### src/rtl/sap_control_sequencer.sv
// Microcoded control sequencer for the SAP-U datapath: microstep counter, opcode decode, halt latch.
// Optional early return to T0 after an instruction's last active step: define SAP_SEQ_SKIP_EN.
module sap_control_sequencer #(
  parameter int STEPS = 5
) (
  input  logic       clk,
  input  logic       reset,
  input  logic       run,
  input  logic [3:0] opcode,
  output logic [2:0] step,
  output logic       halted,
  output logic       pc_out,
  output logic       pc_inc,
  output logic       pc_load,
  output logic       mar_load,
  output logic       ram_out,
  output logic       ram_write_enable,
  output logic       ir_load,
  output logic       ir_out,
  output logic       reg_a_load,
  output logic       reg_a_enable,
  output logic       reg_b_load,
  output logic       alu_enable,
  output logic       alu_subtract,
  output logic       out_load
);

  typedef enum logic [2:0] {T0, T1, T2, T3, T4, T5, T6, T7} step_t;

  localparam logic [3:0] OP_LDA = 4'h1;
  localparam logic [3:0] OP_ADD = 4'h2;
  localparam logic [3:0] OP_SUB = 4'h3;
  localparam logic [3:0] OP_STA = 4'h4;
  localparam logic [3:0] OP_LDI = 4'h5;
  localparam logic [3:0] OP_JMP = 4'h6;
  localparam logic [3:0] OP_OUT = 4'hE;
  localparam logic [3:0] OP_HLT = 4'hF;

  localparam step_t LAST_STEP = step_t'(STEPS - 1);

  step_t step_reg, step_next;
  logic  halted_reg, halted_next;
  logic  active;
  logic  wrap;

  assign active = run & ~halted_reg & ~reset;
  assign step   = step_reg;
  assign halted = halted_reg;

`ifdef SAP_SEQ_SKIP_EN
  step_t op_last;

  always_comb begin
    op_last = T2;
    case (opcode)
      OP_LDA, OP_STA: op_last = T3;
      OP_ADD, OP_SUB: op_last = T4;
      default:        op_last = T2;
    endcase
  end

  // T0/T1 never skip because op_last is at least T2.
  assign wrap = (step_reg == op_last) || (step_reg == LAST_STEP);
`else
  assign wrap = (step_reg == LAST_STEP);
`endif

  always_ff @(posedge clk) begin
    if (reset) begin
      step_reg   <= T0;
      halted_reg <= 1'b0;
    end else begin
      step_reg   <= step_next;
      halted_reg <= halted_next;
    end
  end

  // HLT freezes the counter at T2 on the same edge that sets halted.
  always_comb begin
    step_next   = step_reg;
    halted_next = halted_reg;
    if (active) begin
      if (step_reg == T2 && opcode == OP_HLT) begin
        halted_next = 1'b1;
      end else if (wrap) begin
        step_next = T0;
      end else begin
        step_next = step_t'(step_reg + 3'd1);
      end
    end
  end

  always_comb begin
    pc_out           = 1'b0;
    pc_inc           = 1'b0;
    pc_load          = 1'b0;
    mar_load         = 1'b0;
    ram_out          = 1'b0;
    ram_write_enable = 1'b0;
    ir_load          = 1'b0;
    ir_out           = 1'b0;
    reg_a_load       = 1'b0;
    reg_a_enable     = 1'b0;
    reg_b_load       = 1'b0;
    alu_enable       = 1'b0;
    alu_subtract     = 1'b0;
    out_load         = 1'b0;
    if (active) begin
      case (step_reg)
        T0: begin
          pc_out   = 1'b1;
          mar_load = 1'b1;
        end
        T1: begin
          ram_out = 1'b1;
          ir_load = 1'b1;
          pc_inc  = 1'b1;
        end
        T2: begin
          case (opcode)
            OP_LDA, OP_ADD, OP_SUB, OP_STA: begin
              ir_out   = 1'b1;
              mar_load = 1'b1;
            end
            OP_LDI: begin
              ir_out     = 1'b1;
              reg_a_load = 1'b1;
            end
            OP_JMP: begin
              ir_out  = 1'b1;
              pc_load = 1'b1;
            end
            OP_OUT: begin
              reg_a_enable = 1'b1;
              out_load     = 1'b1;
            end
            default: ;
          endcase
        end
        T3: begin
          case (opcode)
            OP_LDA: begin
              ram_out    = 1'b1;
              reg_a_load = 1'b1;
            end
            OP_ADD, OP_SUB: begin
              ram_out    = 1'b1;
              reg_b_load = 1'b1;
            end
            OP_STA: begin
              reg_a_enable     = 1'b1;
              ram_write_enable = 1'b1;
            end
            default: ;
          endcase
        end
        T4: begin
          if (opcode == OP_ADD || opcode == OP_SUB) begin
            alu_enable   = 1'b1;
            reg_a_load   = 1'b1;
            alu_subtract = (opcode == OP_SUB);
          end
        end
        default: ;
      endcase
    end
  end

endmodule

### config.mk
export PLATFORM = sky130hd
export DESIGN_NAME = sap_control_sequencer
export DESIGN_NICKNAME = d
export VERILOG_FILES = /design/src/rtl/sap_control_sequencer.sv
export SDC_FILE = /design/constraint.sdc
export NUM_CORES = 1
export LEC_CHECK = 0
export BUFFER_PORTS_ARGS = -buffer_cell sky130_fd_sc_hd__buf_4
export CORE_AREA = 3 3 40 42
export CTS_BUF_LIST = sky130_fd_sc_hd__clkbuf_4
export CTS_CLUSTER_SIZE = 24
export DETAILED_ROUTE_END_ITERATION = 10
export DIE_AREA = 0 0 43 45
export PLACE_DENSITY_LB_ADDON = 0.2
export SYNTH_ARGS = -nofsm -noshare
export SYNTH_HDL_FRONTEND = slang
export SYNTH_SLANG_ARGS = --single-unit
### constraint.sdc
create_clock -name clk -period 1.5 [get_ports clk]
set_input_delay 0.075 -clock clk [delete_from_list [all_inputs] [get_ports clk]]
set_output_delay 0.075 -clock clk [all_outputs]
set_load 0.02 [all_outputs]
# [After elaboration in Yosys (flattened, before gate mapping)]
# Index checks and enable logic that the tools add are counted.
[totals] reg_bits=4 in_bits=7 elab_cells=67
[classes] n_addsub=1 n_eq_ne=12 muxes=38 n_bitwise=5 reduce_logical=9
[op_table] cell="$mux 1" count=33
[op_table] cell="$eq 4x3->1 const B" count=3
[op_table] cell="$eq 4x2->1 const B" count=2
[op_table] cell="$eq 4x4->1 const B" count=2
[op_table] cell="$eq 3x2->1 const B" count=2
[op_table] cell="$pmux 1 s2" count=3
[op_table] cell="$reduce_or 6->1" count=1
[op_table] cell="$eq 4x1->1 const B" count=1
[op_table] cell="$reduce_and 2->1" count=2
[op_table] cell="$reduce_or 4->1" count=1
[op_table] cell="$add 3x1->3 const B" count=1
[op_table] cell="$eq 3x1->1 const B" count=1
[op_table] cell="$eq 3x3->1 const B" count=1
[op_table] cell="$logic_not 3->1" count=1
[op_table] cell="$mux 3" count=1
[op_table] cell="$not 1->1" count=3
[op_table] cell="$pmux 1 s3" count=1
[op_table] cell="$reduce_or 3->1" count=1
[op_table] cell="$and 1x1->1" count=2
[op_table] cell="$reduce_or 2->1" count=1
[op_table] cell="$logic_and 1x1->1" count=1
[op_table] cell="$logic_or 1x1->1" count=1

# [Longest topological paths before layout]
[depth] word_depth=5 mapped_depth=5 ltp_nobuf=5

# [Worst setup path before layout]
# Ideal clock, no wire load.
[synth_path] kind="flip-flop to output port" start="reg step_reg[0] (netlist: step[0])" end="out ram_out" t_arrival_ns=1.629 required_ns=1.425 slack_ns=-0.204 path_stages_with_launch=6 n_path_buf=0 cell_sequence="dfxtp_1 ha_1 ha_1 nand2b_1 or3_1 a21oi_1"
[synth_via] elab_chain_len=3 word_cells_on_any_way=4
[synth_rtl] element="start, declared" line="41" text="step_t step_reg, step_next;"
[synth_rtl] element="start signal, assigned" line="73" text="step_reg <= step_next;"
[synth_rtl] element="$eq 3x2->1 / $eq 3x1->1 (equally long branches)" line="109" text="case (step_reg)"
[synth_rtl] element="$pmux 1 s2 (*)" line="109"
[synth_rtl] element="$mux 1 (*)" line="108" text="if (active) begin"
[synth_rtl] element="end, declared" line="16" text="output logic ram_out,"
# Every way passes the cells marked *; elsewhere a longest branch is shown, timed or not.

# [Final worst setup path]
# Ends and elaborated chain as after synthesis.

==> impl_metrics.csv <==
group,metric,value,unit
run_status,status,"finished with violations",
run_status,violations,"setup timing",
detailed_routing,first_pass_iters,4,
global_routing,antenna_found_initial,0,
timing,final-hold-violation-count,0,
yosys,synth_ff_type,"dfxtp_1",
global_routing,grt_pass1_vias,585,
cts,clk_pin_slew,0.04,ns
setup_path,cp_data_required_time,1.42,ns
yosys,netlist_instances,65,
setup_path,reg2reg_slack,-0.01,ns
cts,cts_made_buffers,3,
yosys,ys_ff_latch,4,
floorplan,start_util,0.379,
timing,relSlewSlack,0.815,
place,port_buffers,24,
detailed_routing,vias_per_cell,5.22,
yosys,synth_nets,77,
timing,fin_skew,0.00353,ns
detailed_routing,vias,637,
timing,fin_ws,-0.163,ns
floorplan,die_w,43,um
yosys,synthArstFlopShare,0,
floorplan,die_h,45,um
yosys,synth_area_per_cell,7.49,sq um
setup_path,crit_top_cell,"ha_4",
floorplan,rows,13,
cts,clock_latency,0.23,ns
timing,post-route-period-util,1.11,
setup_path,cpMaxStageDelayCell,"dfxtp_4",
cts,clkSinkCount,4,
cts,cts-root-buf,"clkbuf_4",
setup_path,max_stage_delay,0.37,ns
place,dpl.hpwl,1170,um
cells_and_area,layout-drive-gt1-share,0.654,
setup_path,start_kind,"register",
place,placedCellCount,111,
cells_and_area,fin_cells,122,
floorplan,dieArea,1940,sq um
cells_and_area,fillerInstances,90,
flow_run,drv_cap,0,
setup_path,worstSetupPathType,"register to output pin",
setup_path,cp-end-kind,"output pin",
cells_and_area,antennaDiodeCount,0,
detailed_routing,wl,1730,um
cts,cts_htree_levels,1,
cts,cts_tree,"done",
cells_and_area,final_util,0.789,
yosys,synth_seq_area_share,0.165,
global_routing,grt_pass1_wl,2590,um
cells_and_area,largest_register_ffs,3,
pwr,power_density,572,nW/um^2
global_routing,track_usage,0.177,
timing,timing.fmax,602,MHz
cells_and_area,area_growth,108,%
global_routing,grt_max_degree,10,
timing,setup_violations,11,
yosys,synth_edf_count,0,
pwr,ir_drop,0.569,mV
setup_path,cp_cell_sequence,"ha_4 > ha_4 > nand2b_1 > or3_1 > a21oi_2 > buf_4",
global_routing,grt-ovfl-total,0,
yosys,yosysUniqueCellTypes,27,
floorplan,top_level_ports,25,
yosys,synthesis.area,487,sq um
place,gp_congestion,0.789,
floorplan,coreArea,1280,sq um
yosys,yosys_warnings,0,
detailed_routing,final_antenna_net_count,0,
pwr,p_leak,0.450,nW
timing,report.final.slew_viol_count,0,
min_path,min_path_type,"input pin to register",
detailed_routing,wl_per_cell,14.1,um
setup_path,crit_fanout,3,
timing,worst_pin_slew,0.275,ns
cts,cts_buffer_depth,2,
timing,period_needed,1.66,ns
detailed_routing,dr.first_iter.drc_count,4,
setup_path,arrival,1.59,ns
cells_and_area,final_nets,120,
detailed_routing,drc,0,
timing,rsz0062_at_grt,"yes",
Yosys cell counts, types with 2 or more instances:
| cell type | n | area share |
|---|---|---|
| a21oi_1 | 3 | 0.031 |
| mux2_1 | 2 | 0.046 |
| nand2b_1 | 3 | 0.039 |
| o21ai_1 | 2 | 0.021 |
| inv_1 | 6 | 0.046 |
| o21ai_0 | 2 | 0.021 |
| and3_1 | 2 | 0.026 |
| nand3_1 | 3 | 0.031 |
| nand2_1 | 4 | 0.031 |
| ha_1 | 5 | 0.13 |
| nor3_1 | 6 | 0.062 |
| or3_1 | 3 | 0.039 |
| dfxtp_1 | 4 | 0.16 |
| nor2_1 | 7 | 0.054 |
layer usage:
layer	global-route usage	part of all wire	wire [um]
met5	0	0	0
met1	0.212	0.43	736
met2	0.305	0.50	862
met3	0.0279	0.059	102
met4	0.0904	0.014	25
layout make-up:
cell class              count  area, sq um  share of cell area
clock buffers               4         30.0              0.0296
inverters                   6         25.0              0.0247
multi-input cells          54          522               0.515
flip-flops and latches      4         91.3              0.0901
well taps                  15         18.8              0.0185
repair buffers             39          327               0.322
path summary, 6_finish.rpt:
check | from | to | cells past startpoint
max reg2reg | step[0] | step[1] | 6
min | reset | halted | 2
min reg2reg | halted | halted | 2
max | step[0] | ram_out | 6
timing repair:
action	CTS	global route
endpoints found under the setup margin	14	13
hold buffers	0	0
buffers inserted	4	3
gates cloned	0	0
gates resized for setup	26	11
pin swaps	12	9
cells by family after synthesis:
kind of cell / after synthesis / synth area share
adders and majority gates: 5 / 0.129
muxes: 2 / 0.0463
buffers and inverters: 7 / 0.0617
and+or+nand+nor: 36 / 0.450
AOI/OAI and AO/OA: 11 / 0.149
DFF: 4 / 0.165
layout by cell type, fill, tap and decap left out, drive strengths merged:
cell type  count
a2111oi        1
a21oi          3
a41oi          1
and2           1
and3           2
and4           1
buf           39
clkbuf         4
dfxtp          4
ha             5
inv            6
mux2           2
nand2          4
nand2b         3
nand3          3
nand3b         1
nand4b         1
nor2           7
nor3           6
nor3b          1
nor4           1
o211a          1
o21ai          4
o21ba          1
or2            1
or3            3
or3b           1
power by group:
| part | internal, mW | switching (mW) | leakage [nW] | total [mW] |
|---|---|---|---|---|
| Combinational | 0.144 | 0.144 | 0.397 | 0.289 |
| Sequential | 0.116 | 0.0141 | 0.0347 | 0.130 |
| Clock | 0.118 | 0.0427 | 0.0184 | 0.160 |
through the flow:
step           area [sq um]  setup WS [ns]  hold slack (ns)  power (mW)  TNS, ns
6_report               1010         -0.163            0.170       0.579   -0.601
5_1_grt                1010         -0.267            0.181       0.613    -1.47
4_1_cts                 942         -0.140            0.160       0.555   -0.484
3_5_place_dp            758        -0.0502            0.393       0.329  -0.0806
3_3_place_gp            758        -0.0111            0.385       0.324  -0.0111
2_1_floorplan           507        -0.0388            0.192       0.231  -0.0430
worst max-delay path: cells and delay by family (launching register included):
kind / cells / cell delay, ns
AND/OR/NAND/NOR: 2 / 0.43
flip-flops: 1 / 0.37
adder cells (fa/ha/maj): 2 / 0.27
buffers and inverters: 1 / 0.14
AO/OA/AOI/OAI: 1 / 0.13
No activity file was read; power rests on OpenSTA's default activity.
